### src/rtl/fx_pkg.sv
// Shared fixed-point definitions for the add/subtract arbiter slice.
// Latency: n/a (types and constants only).
// Backpressure: n/a.
package fx_pkg;

    localparam int FX_W = 16;

    localparam logic OP_ADD = 1'b0;
    localparam logic OP_SUB = 1'b1;

    localparam logic [FX_W-1:0] FX_MAX = 16'h7FFF;
    localparam logic [FX_W-1:0] FX_MIN = 16'h8000;

    // Contents of the result register
    typedef struct packed {
        logic [FX_W-1:0] data;
        logic            id;
        logic            sat;
    } resp_t;

endpackage

### src/rtl/fx_sat_addsub.sv
// Saturating signed add/subtract of two Q-format operands.
// Latency: purely combinational, zero cycles.
// Backpressure: none; the result follows the inputs.
//
// Ports: a, b   - two's complement operands
//        op     - OP_ADD (a+b) or OP_SUB (a-b)
//        result - value clamped to [FX_MIN, FX_MAX]
//        sat    - high when clamping took place
module fx_sat_addsub
    import fx_pkg::*;
(
    input  logic [FX_W-1:0] a,
    input  logic [FX_W-1:0] b,
    input  logic            op,
    output logic [FX_W-1:0] result,
    output logic            sat
);

    logic [FX_W:0] a_x;
    logic [FX_W:0] b_x;
    logic [FX_W:0] sum;

    always_comb begin
        // One guard bit is enough to hold any sum or difference exactly,
        // including a - 0x8000.
        a_x = {a[FX_W-1], a};
        b_x = {b[FX_W-1], b};
        sum = (op == OP_SUB) ? (a_x - b_x) : (a_x + b_x);

        // The result fits in FX_W bits only when the guard and sign bits agree.
        sat = sum[FX_W] ^ sum[FX_W-1];
        if (sat) begin
            result = sum[FX_W] ? FX_MIN : FX_MAX;
        end else begin
            result = sum[FX_W-1:0];
        end
    end

endmodule

### src/rtl/fx_addsub_arb.sv
// Two-requester round-robin arbiter in front of a shared saturating add/sub unit.
// Latency: one cycle from an accepted request to resp_valid.
// Backpressure: both readies drop while an undrained result is held and resp_ready is low.
//
// Ports: clk, rst (async, active-high)
//        req0_* / req1_* - valid/ready request channels with operands a, b and op
//        resp_*          - valid/ready result channel with data, requester id and sat flag
//        op_cnt          - free-running count of accepted operations (wraps)
module fx_addsub_arb
    import fx_pkg::*;
#(
    parameter logic PRIO_RESET = 1'b0
) (
    input  logic            clk,
    input  logic            rst,

    input  logic            req0_valid,
    output logic            req0_ready,
    input  logic [FX_W-1:0] req0_a,
    input  logic [FX_W-1:0] req0_b,
    input  logic            req0_op,

    input  logic            req1_valid,
    output logic            req1_ready,
    input  logic [FX_W-1:0] req1_a,
    input  logic [FX_W-1:0] req1_b,
    input  logic            req1_op,

    output logic            resp_valid,
    input  logic            resp_ready,
    output logic [FX_W-1:0] resp_data,
    output logic            resp_id,
    output logic            resp_sat,

    output logic [FX_W-1:0] op_cnt
);

    logic            prio_q,       prio_d;
    logic            resp_valid_q, resp_valid_d;
    resp_t           resp_q,       resp_d;
    logic [FX_W-1:0] op_cnt_q,     op_cnt_d;

    logic            can_accept;
    logic            gnt_sel;
    logic            accept;
    logic [FX_W-1:0] mux_a;
    logic [FX_W-1:0] mux_b;
    logic            mux_op;
    logic [FX_W-1:0] alu_res;
    logic            alu_sat;

    // Grant and handshake
    always_comb begin
        // Priority only matters on contention; otherwise the lone valid
        // requester wins (defaults to 0 when neither is valid, harmless
        // since ready also requires valid).
        if (req0_valid && req1_valid) begin
            gnt_sel = prio_q;
        end else begin
            gnt_sel = req1_valid;
        end

        // The result register can take a new value if it is empty or is
        // being drained on this same edge.
        can_accept = !resp_valid_q || resp_ready;

        req0_ready = !rst && can_accept && req0_valid && !gnt_sel;
        req1_ready = !rst && can_accept && req1_valid &&  gnt_sel;
        accept     = req0_ready || req1_ready;

        mux_a  = gnt_sel ? req1_a  : req0_a;
        mux_b  = gnt_sel ? req1_b  : req0_b;
        mux_op = gnt_sel ? req1_op : req0_op;
    end

    fx_sat_addsub u_alu (
        .a      (mux_a),
        .b      (mux_b),
        .op     (mux_op),
        .result (alu_res),
        .sat    (alu_sat)
    );

    // Next state
    always_comb begin
        prio_d       = prio_q;
        resp_valid_d = resp_valid_q;
        resp_d       = resp_q;
        op_cnt_d     = op_cnt_q;

        if (accept) begin
            prio_d       = ~gnt_sel;
            resp_valid_d = 1'b1;
            resp_d       = '{data: alu_res, id: gnt_sel, sat: alu_sat};
            op_cnt_d     = op_cnt_q + 1'b1;
        end else if (resp_ready) begin
            resp_valid_d = 1'b0;
        end
    end

    always_ff @(posedge clk or posedge rst) begin
        if (rst) begin
            prio_q       <= PRIO_RESET;
            resp_valid_q <= 1'b0;
            resp_q       <= '0;
            op_cnt_q     <= '0;
        end else begin
            prio_q       <= prio_d;
            resp_valid_q <= resp_valid_d;
            resp_q       <= resp_d;
            op_cnt_q     <= op_cnt_d;
        end
    end

    assign resp_valid = resp_valid_q;
    assign resp_data  = resp_q.data;
    assign resp_id    = resp_q.id;
    assign resp_sat   = resp_q.sat;
    assign op_cnt     = op_cnt_q;

endmodule
### config.mk
export PLATFORM = sky130hd
export DESIGN_NAME = fx_addsub_arb
export DESIGN_NICKNAME = d
export VERILOG_FILES = /design/src/rtl/fx_pkg.sv /design/src/rtl/fx_sat_addsub.sv /design/src/rtl/fx_addsub_arb.sv
export SDC_FILE = /design/constraint.sdc
export NUM_CORES = 1
export LEC_CHECK = 0
export CAP_MARGIN = 20
export CORE_UTILIZATION = 50
export DETAILED_ROUTE_END_ITERATION = 10
export DONT_BUFFER_PORTS = 1
export MAX_ROUTING_LAYER = met4
export PLACE_DENSITY = 0.69
export SETUP_SLACK_MARGIN = 0.5
export SYNTH_ARGS = -nofsm -noshare
export SYNTH_HDL_FRONTEND = slang
export SYNTH_HIERARCHICAL = 1
export SYNTH_SLANG_ARGS = --single-unit
### constraint.sdc
create_clock -name clk -period 3.9 [get_ports clk]
set_clock_uncertainty 0.05 [all_clocks]
set_input_delay 0.39 -clock clk [delete_from_list [all_inputs] [get_ports clk]]
set_output_delay 0.39 -clock clk [all_outputs]
set_load 0.01 [all_outputs]
Word level (Yosys, flattened, before mapping)
Index checks and enable logic that the tools add are counted.

Flip-flop bits (word level): 36. Bits of input ports: 71. Word-level logic and storage cells: 32.

Add/sub/neg operators: 3. Mux-type cells: 9. Bitwise operators: 2. Reductions and logical operators: 12.

Operators by type and width (count): 2-to-1 mux 16 bit (4); adder 16 x 16 -> 17 bit (1); 2-to-1 mux 17 bit (1); subtractor 16 x 16 -> 17 bit (1); adder 16 x 1 -> 16 bit (second input constant) (1); logical AND 1 bit (6); 2-to-1 mux 1 bit (4); logical NOT 1 bit (3); logical OR 1 bit (2); nonzero test 2 bit (1); inverter 1 bit (1); bitwise XOR 1 bit (1).

Longest topological paths before layout
Depth after elaboration: 7. Gate-level depth with buffers: 20. Mapped depth without buffers: 18.

Cells and area by module
Netlist, hierarchy kept.

By module, submodules not included: fx_addsub_arb (instances 1, cells an instance 190, area an instance 1926.8 µm², sequential area each 900.9 µm²); fx_sat_addsub (instances 1, cells an instance 188, area an instance 1293.7 µm², sequential area each 0.0 µm²).

Least setup slack after synthesis
No wires, ideal clock.

Path kind: in2reg. Start: in req0_valid. End: reg resp_q, in the netlist resp_data[10]. Setup time: 0.117 ns. Arrival: 4.055 ns. Required time: 3.733 ns. Slack: -0.322 ns. Stages: 19. Cell sequence: inv_1 -> o21ai_2 -> buf_2 -> mux2_2 -> inv_1 -> ha_1 -> nor4b_2 -> and3_1 -> a21oi_1 -> xnor2_1 -> ha_1 -> and3_1 -> a31o_2 -> or3_4 -> and2_4 -> buf_6 -> maj3_2 -> nand2_1 -> nand2_1.

Word-level cells in the longest chain between the ends: 7. Elaborated cells between the ends (all ways): 16.

Ends and longest elaborated chain: from (decl) (line fx_addsub_arb.sv:17) `input logic req0_valid,`; logical AND 1 bit (*) (line fx_addsub_arb.sv:57) `if (req0_valid && req1_valid) begin`; 2-to-1 mux 1 bit (*) (line fx_addsub_arb.sv:57); 2-to-1 mux 16 bit (*) (line fx_addsub_arb.sv:72) `mux_b = gnt_sel ? req1_b : req0_b;`; via mux_b[0] (line fx_addsub_arb.sv:47) `logic [FX_W-1:0] mux_b;`; adder 16 x 16 -> 17 bit / subtractor 16 x 16 -> 17 bit (equally long branches) (line fx_sat_addsub.sv:28) `sum = (op == OP_SUB) ? (a_x - b_x) : (a_x + b_x);`; 2-to-1 mux 17 bit (*) (line fx_sat_addsub.sv:28); 2-to-1 mux 16 bit / bitwise XOR 1 bit (equally long branches) (line fx_sat_addsub.sv:33, fx_sat_addsub.sv:31); 2-to-1 mux 16 bit (*) (line fx_sat_addsub.sv:32) `if (sat) begin`; via alu_res[10] (line fx_addsub_arb.sv:49) `logic [FX_W-1:0] alu_res;`; to (signal assigned) (line fx_addsub_arb.sv:110) `resp_q <= resp_d;`; to (decl) (line fx_addsub_arb.sv:40) `resp_t resp_q, resp_d;`.

The timed path passes the listed nets; every way through them passes the cells marked *. A chain may end at the register's enable or synchronous reset.

Worst setup path in the final report
Start: reg prio_q. End: reg resp_q, in the netlist resp_data[2].

Word-level cells in the longest chain between the ends: 6. Elaborated cells between the ends (all ways): 14.

Ends and longest elaborated chain: from (decl) (line fx_addsub_arb.sv:38) `logic prio_q, prio_d;`; from (signal assigned) (line fx_addsub_arb.sv:108) `prio_q <= prio_d;`; 2-to-1 mux 1 bit (*) (line fx_addsub_arb.sv:57); 2-to-1 mux 16 bit (*) (line fx_addsub_arb.sv:72); via mux_b[1] (line fx_addsub_arb.sv:47); adder 16 x 16 -> 17 bit / subtractor 16 x 16 -> 17 bit (equally long branches) (line fx_sat_addsub.sv:28); 2-to-1 mux 17 bit (*) (line fx_sat_addsub.sv:28); 2-to-1 mux 16 bit / bitwise XOR 1 bit (equally long branches) (line fx_sat_addsub.sv:33, fx_sat_addsub.sv:31); 2-to-1 mux 16 bit (*) (line fx_sat_addsub.sv:32); via alu_res[2] (line fx_addsub_arb.sv:49).

Marks and branches as above.

==> summary.md <==
The count of antenna diodes in the layout was 0; the clock insertion delay at the later pin of the skew report was 300 ps. After detailed placement, the design holds a cell count of 498. The finished layout holds 515 standard cells, fillers aside.

The worst IR drop on VDD is 0.397 mV. The Yosys warning count is 6, and the power share of the sequential group is 0.298. The number of synthesized flops with an enable pin works out to 0. The worst-margin pin slew works out to 991 ps. Counting flops and latches in the post-synthesis netlist gives 36.

For the worst setup path, the data required time is 4030 ps. Initial antenna violation count: 0. For this design the ratio of total power to cell area is 571 mW/mm².

The min-delay analysis places its worst path in the category primary input to flop. After routing the design area is 0.00403 mm². Row generation in the floorplan step produced 28 rows. During placement, the flow inserted port buffers numbering 0. The clock passes through at most 2 buffers. Main combinational cell family by area after synthesis: simple AND/OR/NAND/NOR gates.

Dividing the detail-routed wire length by the instance count gives 15.0 µm. The post-synthesis xor/xnor area fraction was 0.114; the clock network power share was 0.158. The tools report the portion of the post-synthesis area used by sequential elements as 0.280.

Entering global routing, the biggest net connects 31 pins. The tools report the area of the die as 0.00677 mm². The global-route usage over all layers is 0.247.

The residual overflow from global routing came out at 0. The post-route total power is 2.30 mW. Detailed placement ended at an HPWL of 6020 µm. Counting every net in the synthesized netlist gives 468. The number of distinct library cell variants in the gate-level netlist after synthesis was 51. Post-synthesis simple-gate area fraction: 0.217. The width of the die was 82.3 µm.

The worst setup path is captured at a flop. The share of flip-flops with an asynchronous set or reset after synthesis was 1.00; the number of max-slew violations in the final report was 0. The number of buffers added by the clock tree synthesis step was 5. The final layout contains 529 nets. The congestion estimate from routability-driven global placement came to 0.895. TritonCTS built the clock tree. The checks that failed: setup timing. Most used flip-flop cell after synthesis: sky130_fd_sc_hd__dfrtp_1. The worst setup path is launched from a flop. The run gives -115 ps as the worst path setup slack after routing. The area of the core region came out at 0.00606 mm². The flow ran to the end, but the final reports show violations.

The switching fraction of total power was 0.409; the worst slew slack as a fraction of its limit was 0.339. Compared with the post-synthesis result, the final layout area differs by 25.1%. The highest achievable clock rate is 0.249 GHz. Setup repair after global routing could not meet its margin everywhere. The fraction of the mapped netlist area in adder cells was 0.0866. The share of layout cells above drive strength 1 is 0.323, and the part of the total power dissipated in combinational logic is 0.544. The core occupancy in the finished layout was 0.665. The cell sitting at the root of the clock tree is a sky130_fd_sc_hd__clkbuf_8. In this run, the number of DRC markers left after iteration 0 of detailed routing was 142. In the synthesized netlist, the number of instances is 378. For the final routed database, the setup TNS stands at -1270 ps.

The run gives -214 ps as the post-placement setup slack. Summing all placed instances gives a cell area of 0.00379 mm². The synthesized netlist occupies a cell area of 0.00322 mm². For this design, the sink count on the clock tree is 36. The cell leakage power came out at 1.84 nW.

After clock tree synthesis, the clock-pin slew on the worst setup and hold paths is 70 ps. The run gives -110 ps as the worst-case register-to-register setup slack. The tools report the wire length of the first global-routing pass as 12300 µm.

Starting utilization of the core area: 0.531. The detail route stage leaves a number of antenna-violating nets equal to 0. The internal power consumption was 1.36 mW. Dividing the synthesized area by the synthesized cell count gives 8.52 µm².

In the routed design, unresolved DRC markers number 0. Before antenna repair, the detailed router went through 4 iterations. The post-synthesis mux area share was 0.118; the hold violation count in the final report was 0.

After detailed routing, the total wire length is 7730 µm. The analysis attributes to net switching a power of 940 µW. The final period utilization came out at 1.03. Using the TritonRoute via totals, the vias-per-cell ratio works out to 5.67.

The count of vias placed by the detailed router was 2920. The time the worst path needs with I/O delays and setup was 4010 ps; the number of H-tree branching levels was 2. The die is 82.3 µm tall. Setup violations remaining at the end of the flow were counted as 16. The compound-cell area share of the yosys netlist is 0.144, and the top fanout value on the critical path is 13. Data on the critical path arrives at its endpoint at 4150 ps. Across all hold checks on the routed design, the worst slack comes to 155 ps.

The critical path in this run is classified as flop to flop. In this run the count of I/O pins placed on the die edge is 108. Across the run, the number of max-cap violations was 0.

Number of global-route vias before repair: 2758.
==> per-layer routing <==
layer | track usage | vias up | routed length (µm)
met1 | 0.299 | 1381 | 3480
met5 | - | - | 0
li1 | - | 1464 | -
met4 | 0.0649 | 0 | 83
met3 | 0.0670 | 9 | 410
met2 | 0.405 | 66 | 3760
==> state kept, by name, summed over array words and instances, names as in the netlist <==
signal	count
resp_id	1
op_cnt	16
resp_valid	1
resp_sat	1
prio_q	1
resp_data	16
==> path summary, 6_finish.rpt <==
check                                        from                   endpoint  depth (start not counted)
max                            prio_q$_DFFE_PP0P_   resp_data[2]$_DFFE_PP0P_                         19
min                                    req1_valid         prio_q$_DFFE_PP0P_                          1
max reg2reg                    prio_q$_DFFE_PP0P_   resp_data[2]$_DFFE_PP0P_                         19
min reg2reg                op_cnt[15]$_DFFE_PP0P_     op_cnt[15]$_DFFE_PP0P_                          1
max in group asynchronous                     rst  resp_data[13]$_DFFE_PP0P_                          3
min in group asynchronous                     rst     resp_valid$_DFFE_PP0P_                          2
==> cells in the final DEF, fill, tap and decap left out, types with 9 or more instances in the layout <==
cell type                  n
sky130_fd_sc_hd__inv_1    10
sky130_fd_sc_hd__nand2_1  70
sky130_fd_sc_hd__xnor2_1  30
sky130_fd_sc_hd__a21oi_1  30
sky130_fd_sc_hd__nor3_1    9
sky130_fd_sc_hd__mux2_2   29
sky130_fd_sc_hd__dfrtp_1  36
sky130_fd_sc_hd__buf_4    62
sky130_fd_sc_hd__ha_1     16
sky130_fd_sc_hd__xor2_1   12
sky130_fd_sc_hd__nand3_1   9
sky130_fd_sc_hd__nor2_1   14
==> synth_stat cells (2+ instances only) <==
cell type / number / area, µm²
sky130_fd_sc_hd__a31oi_1: 7 / 43.8
sky130_fd_sc_hd__a31o_2: 2 / 17.5
sky130_fd_sc_hd__nor4_2: 2 / 25.0
sky130_fd_sc_hd__clkbuf_1: 3 / 11.3
sky130_fd_sc_hd__a21oi_1: 32 / 160
sky130_fd_sc_hd__inv_1: 15 / 56.3
sky130_fd_sc_hd__ha_1: 18 / 225
sky130_fd_sc_hd__mux2_2: 33 / 372
sky130_fd_sc_hd__maj3_2: 3 / 33.8
sky130_fd_sc_hd__o21bai_1: 2 / 15.0
sky130_fd_sc_hd__and2_1: 2 / 12.5
sky130_fd_sc_hd__nor2b_1: 2 / 12.5
sky130_fd_sc_hd__buf_6: 2 / 22.5
sky130_fd_sc_hd__o21ai_0: 11 / 55.1
sky130_fd_sc_hd__xor2_1: 12 / 105
sky130_fd_sc_hd__nand4_1: 7 / 43.8
sky130_fd_sc_hd__xnor2_1: 30 / 263
sky130_fd_sc_hd__nor2_1: 15 / 56.3
sky130_fd_sc_hd__o211ai_1: 4 / 30.0
sky130_fd_sc_hd__nand3_1: 9 / 45.0
sky130_fd_sc_hd__and3_1: 4 / 25.0
sky130_fd_sc_hd__buf_2: 8 / 40.0
sky130_fd_sc_hd__a21o_1: 4 / 30.0
sky130_fd_sc_hd__nand2b_1: 3 / 18.8
sky130_fd_sc_hd__nor3_1: 12 / 60.1
sky130_fd_sc_hd__nand2_1: 70 / 263
sky130_fd_sc_hd__or3_1: 2 / 12.5
sky130_fd_sc_hd__a21boi_0: 2 / 15.0
sky130_fd_sc_hd__nor4_1: 3 / 18.8
sky130_fd_sc_hd__and4_1: 3 / 26.3
sky130_fd_sc_hd__dfrtp_1: 36 / 901
==> timing repair <==
| item | 4_1_cts | 5_1_grt |
|---|---|---|
| cloned | 0 | 1 |
| endpoints found under the hold margin | 6 | 0 |
| gates resized for setup | 10 | 11 |
| endpoints found under the setup margin | 17 | 17 |
| setup buffers | 5 | 2 |
| pin swaps | 3 | 1 |
| hold buffers | 1 | 0 |
==> area by class of cell <==
| cell class | instances | area, µm² |
|---|---|---|
| well taps | 75 | 93.8 |
| clock buffers | 7 | 96.3 |
| fillers | 508 | 2030 |
| clock inverters | 1 | 30.0 |
| multi-input cells | 314 | 2310 |
| flip-flops and latches | 36 | 901 |
| inverters | 15 | 71.3 |
| repair buffers | 67 | 529 |
==> critical path: stages (launching register included) <==
cell and delay [ps]:
sky130_fd_sc_hd__dfrtp_1 400, sky130_fd_sc_hd__o21ai_4 150, sky130_fd_sc_hd__buf_12 160, sky130_fd_sc_hd__mux2_4 320, sky130_fd_sc_hd__inv_4 60, sky130_fd_sc_hd__ha_4 120
sky130_fd_sc_hd__nor4b_4 290, sky130_fd_sc_hd__and3_4 260, sky130_fd_sc_hd__nor2_2 40, sky130_fd_sc_hd__xnor2_1 150, sky130_fd_sc_hd__ha_2 340, sky130_fd_sc_hd__a21oi_2 190
sky130_fd_sc_hd__o21ai_1 120, sky130_fd_sc_hd__a31o_2 270, sky130_fd_sc_hd__or3_4 340, sky130_fd_sc_hd__a22oi_1 260, sky130_fd_sc_hd__buf_4 200, sky130_fd_sc_hd__a21oi_1 50
sky130_fd_sc_hd__nand2_1 70, sky130_fd_sc_hd__nand2_1 60
==> power groups by stage <==
| stage | registers [mW] | logic, mW | clock network [mW] |
|---|---|---|---|
| final | 0.685 | 1.25 | 0.363 |
| after floorplan | 0.649 | 0.863 | 0 |
| after global placement | 0.688 | 1.16 | 0 |
| after detailed placement | 0.691 | 1.18 | 0 |
| after CTS | 0.687 | 1.22 | 0.373 |
| after global routing | 0.703 | 1.39 | 0.388 |
==> kinds of logic (layout without fill, tap and decap cells) <==
logic type / count (synthesis) / after routing
simple gates: 141 / 141
xor+xnor: 42 / 42
flops: 36 / 36
mux: 34 / 34
compound gates: 75 / 75
fa+ha+maj: 22 / 22
buf+inv: 28 / 90
Note: power is estimated with default switching activity, not from simulation.
